File: src/rtl/adapter_n_to_1_serial.sv
// N-lane to 1-lane serialiser: captures one packed beat and emits its lanes in order 0..N_INPUTS-1.
// Optional even-parity output is enabled by defining ADAPTER_PARITY_EN.
//
// state | meaning
// ------+------------------------------------------
// IDLE  | no beat held, ready for a new input beat
// SEND  | beat held, presenting lane r_lane
module adapter_n_to_1_serial #(
    parameter int DATA_WIDTH = 16,
    parameter int N_INPUTS   = 4
) (
    input  logic                           clk,
    input  logic                           reset,
    input  logic                           in_valid,
    output logic                           in_ready,
    input  logic [N_INPUTS*DATA_WIDTH-1:0] in_data,
    output logic                           out_valid,
    input  logic                           out_ready,
    output logic [DATA_WIDTH-1:0]          out_data,
    output logic [$clog2(N_INPUTS)-1:0]    out_lane,
`ifdef ADAPTER_PARITY_EN
    output logic                           out_parity,
`endif
    output logic                           out_last
);

    localparam int LANE_W = $clog2(N_INPUTS);

    typedef enum logic {
        ST_IDLE = 1'b0,
        ST_SEND = 1'b1
    } state_t;

    state_t                r_state;
    state_t                w_state_nxt;
    logic [DATA_WIDTH-1:0] r_lanes [N_INPUTS];
    logic [LANE_W-1:0]     r_lane;
    logic                  w_last;
    logic                  w_send;
    logic                  w_in_xfer;
    logic                  w_out_xfer;

    assign w_last     = (r_lane == LANE_W'(N_INPUTS - 1));
    assign w_in_xfer  = in_valid && in_ready;
    assign w_out_xfer = out_valid && out_ready;

    always_ff @(posedge clk) begin
        if (reset) begin
            r_state <= ST_IDLE;
        end else begin
            r_state <= w_state_nxt;
        end
    end

    // A last-lane transfer coinciding with a new beat keeps SEND for bubble-free streaming.
    always_comb begin
        w_state_nxt = r_state;
        case (r_state)
            ST_IDLE: if (w_in_xfer) w_state_nxt = ST_SEND;
            ST_SEND: if (w_out_xfer && w_last && !w_in_xfer) w_state_nxt = ST_IDLE;
            default: w_state_nxt = ST_IDLE;
        endcase
    end

    // Outputs are forced quiet while reset is high so a reset mid-beat emits nothing more.
    always_comb begin
        w_send    = (r_state == ST_SEND) && !reset;
        out_valid = w_send;
        in_ready  = !reset && ((r_state == ST_IDLE) || ((r_state == ST_SEND) && w_last && out_ready));
        out_data  = w_send ? r_lanes[r_lane] : '0;
        out_lane  = w_send ? r_lane : '0;
        out_last  = w_send && w_last;
`ifdef ADAPTER_PARITY_EN
        out_parity = w_send && (^r_lanes[r_lane]);
`endif
    end

    always_ff @(posedge clk) begin
        if (reset) begin
            for (int k = 0; k < N_INPUTS; k++) begin
                r_lanes[k] <= '0;
            end
            r_lane <= '0;
        end else if (w_in_xfer) begin
            for (int k = 0; k < N_INPUTS; k++) begin
                r_lanes[k] <= in_data[k*DATA_WIDTH +: DATA_WIDTH];
            end
            r_lane <= '0;
        end else if (w_out_xfer) begin
            r_lane <= w_last ? '0 : r_lane + 1'b1;
        end
    end

endmodule

File: config.mk
export PLATFORM = sky130hd
export DESIGN_NAME = adapter_n_to_1_serial
export DESIGN_NICKNAME = d
export VERILOG_FILES = /design/src/rtl/adapter_n_to_1_serial.sv
export SDC_FILE = /design/constraint.sdc
export NUM_CORES = 1
export LEC_CHECK = 0
export ABC_CLOCK_PERIOD_IN_PS = 3000
export BUFFER_PORTS_ARGS = -buffer_cell sky130_fd_sc_hd__clkbuf_2
export CAP_MARGIN = 0
export CORE_MARGIN = 5
export CORE_UTILIZATION = 53
export CTS_CLUSTER_SIZE = 40
export DETAILED_ROUTE_END_ITERATION = 8
export GPL_ROUTABILITY_DRIVEN = 0
export PLACE_DENSITY = 0.8
export SYNTH_ARGS = -nofsm -noshare
export SYNTH_HDL_FRONTEND = slang
export SYNTH_SLANG_ARGS = --single-unit
File: constraint.sdc
create_clock -name clk -period 3 [get_ports clk]
set_input_delay 0.45 -clock clk [delete_from_list [all_inputs] [get_ports clk]]
set_output_delay 0.45 -clock clk [all_outputs]
set_load 0.1 [all_outputs]
==> run summary, run 1 <==
Reg2Reg Capture Point: r_lanes[2][8]
Critical Path RT: 2.55 ns
R2R setup slack: 1.19 ns
share of Yosys cell area claimed by the top area cell type: 57.0%
Post-DP Area: 4080 sq um
first-pass GRT wire length: 12400 um
CTS tree: done
Yosys cell types: 29
Critical Path, Cell by Cell: or3b_1 -> o22ai_1 -> buf_12
Worst-Margin Slew: 0.834 ns
Slew Limit Fails: 0
GR Overflow Total: 0
Simple-Gate Fraction of Synth Area: 19.0%
Via-to-Cell Ratio: 5.64
mux share of post-synthesis cell area: 9.49%
Max Cap Viol: 0
Initial Utilization: 53.8%
crit end category: output port
diode count: 0
Power Density: 540 nW/um^2
Ys Warns: 0
DRT iter0 DRCs: 210
Worst Hold End: r_lanes[0][5]
Max Fclk: 386 MHz
synthesized net count: 365
Post-CTS Setup Bufs: 0
main combinational cell family by area after synthesis: simple AND/OR/NAND/NOR gates
GRT Total Usage: 19.3%
Critical Path Max Stage Delay: 0.74 ns
PostCTS Resize Cnt: 0
height of the die: 89.8 um
crit path max fanout: 16
final wirelength: 7590 um
core area: 6280 sq um
number of CTS-inserted buffers: 9
clk_lat worst skew: 0.33 ns
pin count of the biggest net entering global routing: 65
final setup vio count: 0
status: complete, no violations
xor and xnor area share after synthesis: 0%
largest cells by area after synthesis: edfxtp_1 (57%), mux2i_1 (9.5%), nor3_1 (9.5%)
Seq/Total Area, Yosys: 59.9%
Buf/Inv on CP: 1
final net count: 441
Cells on Worst Hold Path: 3
reg2reg start: r_lane[0]
CTS Buffer Depth: 2
FP Rows: 29
DIE AREA: 8060 sq um
final worst-path cycle share: 86.3%
initial antenna violation count: 0
final instance area: 4310 sq um
Max-slew headroom: 44.4%
via count: 2557
critical path type: flip-flop to output port
via count of the first global-routing pass: 2567
first drt pass iteration count: 6
DRC viols: 0
Ports: 89
Lkg Pwr: 1.66 nW
post-DP HPWL: 5180 um
Hold Startpoint: in_data[5]
fin crit period: 2.59 ns
synthesized cell area: 3370 sq um
Yosys reg bits: 69
ANT nets after route: 0
Clock Skews: 0.00608 ns
Worst VDD drop: 0.000338 V
crit path max-delay cell type: or3b_1
Root Buffer: clkbuf_8
Synth-to-Final Area Change: 27.7%
worst min path class: input pin to flip-flop
crit path DAT: 2.14 ns
wire per inst: 16.8 um
Fin. Hold Viols: 0
final setup TNS: 0 ns
share of post-route cells with drive strength above 1: 33.0%
delay-heaviest family, CP: simple AND/OR/NAND/NOR gates
post-synthesis compound-gate area fraction: 6.53%
Avg Inst Size Synth: 11.4 sq um
Synth Instances: 296
Synth Area in Adders: 0.371%
port buffer count: 88
CP Launch Type: flip-flop
FF-to-FF path depth: 4
RSZ-0062 raised after global routing: false
Synth area leader: edfxtp_1
CTS Hold Bufs: 0
H-tree depth: 3
most frequent cells in the layout: clkbuf_2 (72), nand2_1 (64), nor3_1 (64), edfxtp_1 (64), mux2i_1 (32)
clk slew on worst S/H paths: 0.07 ns
commonest non-fill, non-tap cell in the layout: clkbuf_2
clk sinks: 69
die width: 89.8 um
per-stage QoR:
| stage | instances | hold WS (ns) | util [%] | power (mW) | setup slack (ns) |
|---|---|---|---|---|---|
| 2_1_floorplan | 296 | 0.494 | - | 1.37 | -0.00367 |
| 3_3_place_gp | 438 | 0.542 | 65.1 | 1.47 | 0.678 |
| 3_5_place_dp | 438 | 0.543 | 65.1 | 1.48 | 0.649 |
| 4_1_cts | 453 | 0.430 | 68.7 | 2.34 | 0.396 |
| 5_1_grt | 453 | 0.433 | 68.7 | 2.42 | 0.285 |
| 6_report | 453 | 0.444 | 68.7 | 2.33 | 0.410 |
worst max-delay path by stage:
stage             from      endpoint  cells past startpoint  slack (ns)
2_1_floorplan    reset   out_data[0]                      4      -0.004
3_3_place_gp     reset  out_data[15]                      4        0.68
3_5_place_dp     reset   out_data[1]                      4        0.65
4_1_cts        r_state   out_data[1]                      3        0.40
5_1_grt        r_state   out_data[1]                      3        0.29
6_report       r_state   out_data[1]                      3        0.41
registers in the layout (all words and copies together) (netlist names), named ones only:
| signal | flops |
|---|---|
| r_lane | 2 |
| r_lanes | 64 |
| r_state | 1 |
where the power goes:
part | internal, mW | switching (mW)
Clock | 0.541 | 0.323
Combinational | 0.111 | 0.206
Sequential | 1.13 | 0.0207
routing by layer:
| metal | share of wire [%] | track usage [%] |
|---|---|---|
| met1 | 40 | 23.9 |
| met2 | 53 | 32.3 |
| met3 | 4.2 | 3.09 |
| met4 | 3.3 | 9.95 |
| met5 | 0 | 0 |
worst min-delay path, cell delays in order:
cell      delay [ns]
clkbuf_2        0.08
nand2_1         0.05
nor3_1          0.04
final cells by class:
| class | count | area, sq um |
|---|---|---|
| well taps | 77 | 96.3 |
| flip-flops and latches | 69 | 2020 |
| clock inverters | 6 | 103 |
| multi-input cells | 196 | 1210 |
| clock buffers | 9 | 124 |
| fillers | 456 | 1970 |
| inverters | 1 | 3.75 |
| repair buffers | 95 | 746 |
logic make-up after synthesis:
group,Yosys count
simple gates,140
compound gates,23
fa+ha+maj,1
mux,32
buf+inv,31
flops,69
cell usage after synthesis:
master      n
nand2b_1    1
mux2i_1    32
and2_1      4
buf_4       1
o22ai_1     6
or3b_1      1
nand4bb_1   1
nand3b_1    1
nand2_1    64
buf_6       3
buf_2      13
dfxtp_1     5
a21bo_1     1
nor2_1      1
a21oi_1     1
a21bo_2     1
a21o_1      1
inv_1       1
ha_1        1
nor2b_1     2
buf_1       4
a21boi_1    1
a221oi_1    1
clkbuf_1    9
edfxtp_1   64
o32ai_1     1
o22ai_2    10
nand3_1     1
nor3_1     64
Power figures use the tool's default switching activity.
==> run 2, diff against run 1 <==
--- a/config.mk
+++ b/config.mk
@@ -7,13 +7,14 @@
 export LEC_CHECK = 0
 export ABC_CLOCK_PERIOD_IN_PS = 3000
 export BUFFER_PORTS_ARGS = -buffer_cell sky130_fd_sc_hd__clkbuf_2
-export CAP_MARGIN = 0
+export CAP_MARGIN = 20
 export CORE_MARGIN = 5
 export CORE_UTILIZATION = 53
 export CTS_CLUSTER_SIZE = 40
 export DETAILED_ROUTE_END_ITERATION = 8
 export GPL_ROUTABILITY_DRIVEN = 0
 export PLACE_DENSITY = 0.8
+export REMOVE_ABC_BUFFERS = 1
 export SYNTH_ARGS = -nofsm -noshare
 export SYNTH_HDL_FRONTEND = slang
 export SYNTH_SLANG_ARGS = --single-unit
==> run 2 against run 1 <==
Effect of this change: sequential share of layout area increased by 1.0 points; maximum frequency decreased by 4.4%; via count decreased by 2.3%; sequential cell count unchanged; clock-buffer cell count increased by 3; global-route usage decreased by 1.2 points; utilization decreased by 1.4 points; hold slack got worse by 0.010 ns.
==> run summary, run 2 (synthesis results as in run 1) <==
final setup vio count: 0 (unchanged)
Ports: 89 (unchanged)
FP Rows: 29 (unchanged)
final wirelength: 7140 um (-5.9%)
crit path DAT: 2.26 ns (+0.12 ns)
final worst-path cycle share: 90.3% (+4.0 points)
post-DP HPWL: 4700 um (-9.2%)
final net count: 440 (-0.23%)
Via-to-Cell Ratio: 5.51 (-2.3%)
Max Fclk: 369 MHz (-4.4%)
H-tree depth: 3 (unchanged)
initial antenna violation count: 0 (unchanged)
Largest regs: r_lanes: 64 flops, r_lane: 2 flops, r_state: 1 flops
number of CTS-inserted buffers: 9 (unchanged)
crit end category: output port
height of the die: 89.8 um (unchanged)
Max Cap Viol: 0 (unchanged)
DIE AREA: 8060 sq um (unchanged)
share of post-route cells with drive strength above 1: 31.6% (-1.3 points)
DRC viols: 0 (unchanged)
critical path type: flip-flop to output port
CTS tree: done
crit path max-delay cell type: or3b_1
Fin. Hold Viols: 0 (unchanged)
most frequent cells in the layout: clkbuf_2 (72), nand2_1 (64), nor3_1 (64), edfxtp_1 (64), mux2i_1 (32)
core area: 6280 sq um (unchanged)
clk sinks: 69 (unchanged)
Root Buffer: clkbuf_8
wire per inst: 15.8 um (-5.9%)
first drt pass iteration count: 4 (-2)
Critical Path RT: 2.55 ns (about the same)
RSZ-0062 raised after global routing: false
via count: 2497 (-2.3%)
diode count: 0 (unchanged)
Initial Utilization: 53.8% (unchanged)
Post-CTS Setup Bufs: 0 (unchanged)
Worst VDD drop: 0.000342 V (+1.2%)
Worst-Margin Slew: 0.914 ns (+0.0795 ns)
Max-slew headroom: 39.1% (-5.3 points)
Post-Layout Cell Count: 453 (unchanged)
CP Launch Type: flip-flop
Power Density: 490 nW/um^2 (-9.3%)
worst min path class: input pin to flip-flop
die width: 89.8 um (unchanged)
commonest non-fill, non-tap cell in the layout: clkbuf_2
via count of the first global-routing pass: 2513 (-2.1%)
first-pass GRT wire length: 11800 um (-5.4%)
fin crit period: 2.71 ns (+0.120 ns)
Slew Limit Fails: 0 (unchanged)
CTS Hold Bufs: 0 (unchanged)
port buffer count: 88 (unchanged)
clk slew on worst S/H paths: 0.07 ns (about the same)
CTS Buffer Depth: 2 (unchanged)
pin count of the biggest net entering global routing: 65 (unchanged)
pre-CTS setup slack: 0.404 ns (-0.245 ns)
Synth-to-Final Area Change: 25.1%
Hold WS: 0.434 ns (-0.0101 ns)
status: complete, no violations
GRT Total Usage: 18.1% (-1.2 points)
Final Worst Setup Slack: 0.291 ns (-0.120 ns)
Critical Path, Cell by Cell: or3b_1 -> o22ai_1 -> buf_12
PostCTS Resize Cnt: 0 (unchanged)
Critical Path Max Stage Delay: 0.77 ns (+0.03 ns)
Largest Register: r_lanes
max reg flops: 64 (unchanged)
Lkg Pwr: 1.62 nW (-2.5%)
DP Cell Count: 437 (-0.23%)
Clock Skews: 0.00836 ns (+0.00228 ns)
DRT iter0 DRCs: 108 (-49%)
ANT nets after route: 0 (unchanged)
GR Overflow Total: 0 (unchanged)
crit path max fanout: 16 (unchanged)
clk_lat worst skew: 0.34 ns (about the same)
## run 2: cell types whose count changed in the layout (fill, tap and decap cells not counted)
cell,change
nor2b_2,-1
clkbuf_1,+3
clkinv_2,+1
o22ai_1,+1
o22ai_2,-1
nor2b_1,+1
buf_4,-1
bufinv_16,-3
## run 2: where the power goes
| part | switching (mW) | internal (mW) |
|---|---|---|
| clock | 0.319 | 0.292 |
| combinational | 0.199 | 0.109 |
| sequential | 0.0213 | 1.13 |
| total | 0.539 | 1.53 |
## run 2: critical path: cells and delay by family (launching register included)
kind / cells / cell delay (ns)
simple gates: 1 / 0.77
flops: 1 / 0.48
buf+inv: 1 / 0.22
compound gates: 1 / 0.45
## run 2: path summary, 6_finish.rpt
kind	startpoint	slack, ns	endpoint	cells past startpoint
max reg2reg	r_lane[0]	1.19	r_lanes[0][1]	4
min reg2reg	r_lane[0]	0.59	r_lane[0]	2
min	in_data[34]	0.43	r_lanes[2][2]	3
max	r_state	0.29	out_data[14]	3
## run 2: final cells by class
type | instances | area [sq um]
clock buffers | 12 | 135
clock inverters | 4 | 17.5
fillers | 465 | 2060
inverters | 1 | 3.75
multi-input cells | 196 | 1210
flip-flops and latches | 69 | 2020
well taps | 77 | 96.3
repair buffers | 94 | 738
## run 2: per-layer routing
layer	vias to the layer above	GRT usage [%]	wire (um)
met1	1171	23.8	3050
li1	1231	-	-
met3	10	3.42	401
met2	85	28.8	3570
met4	0	8.56	115
met5	-	0	0
## run 2: stage by stage
step           cell area (sq um)  util, %  power, mW  setup TNS (ns)
2_1_floorplan               3220        -       1.33          -24.29
3_3_place_gp                4070     64.8       1.47               0
3_5_place_dp                4070     64.8       1.48               0
4_1_cts                     4220     67.2       2.08               0
5_1_grt                     4220     67.2       2.15               0
6_report                    4220     67.2       2.07               0
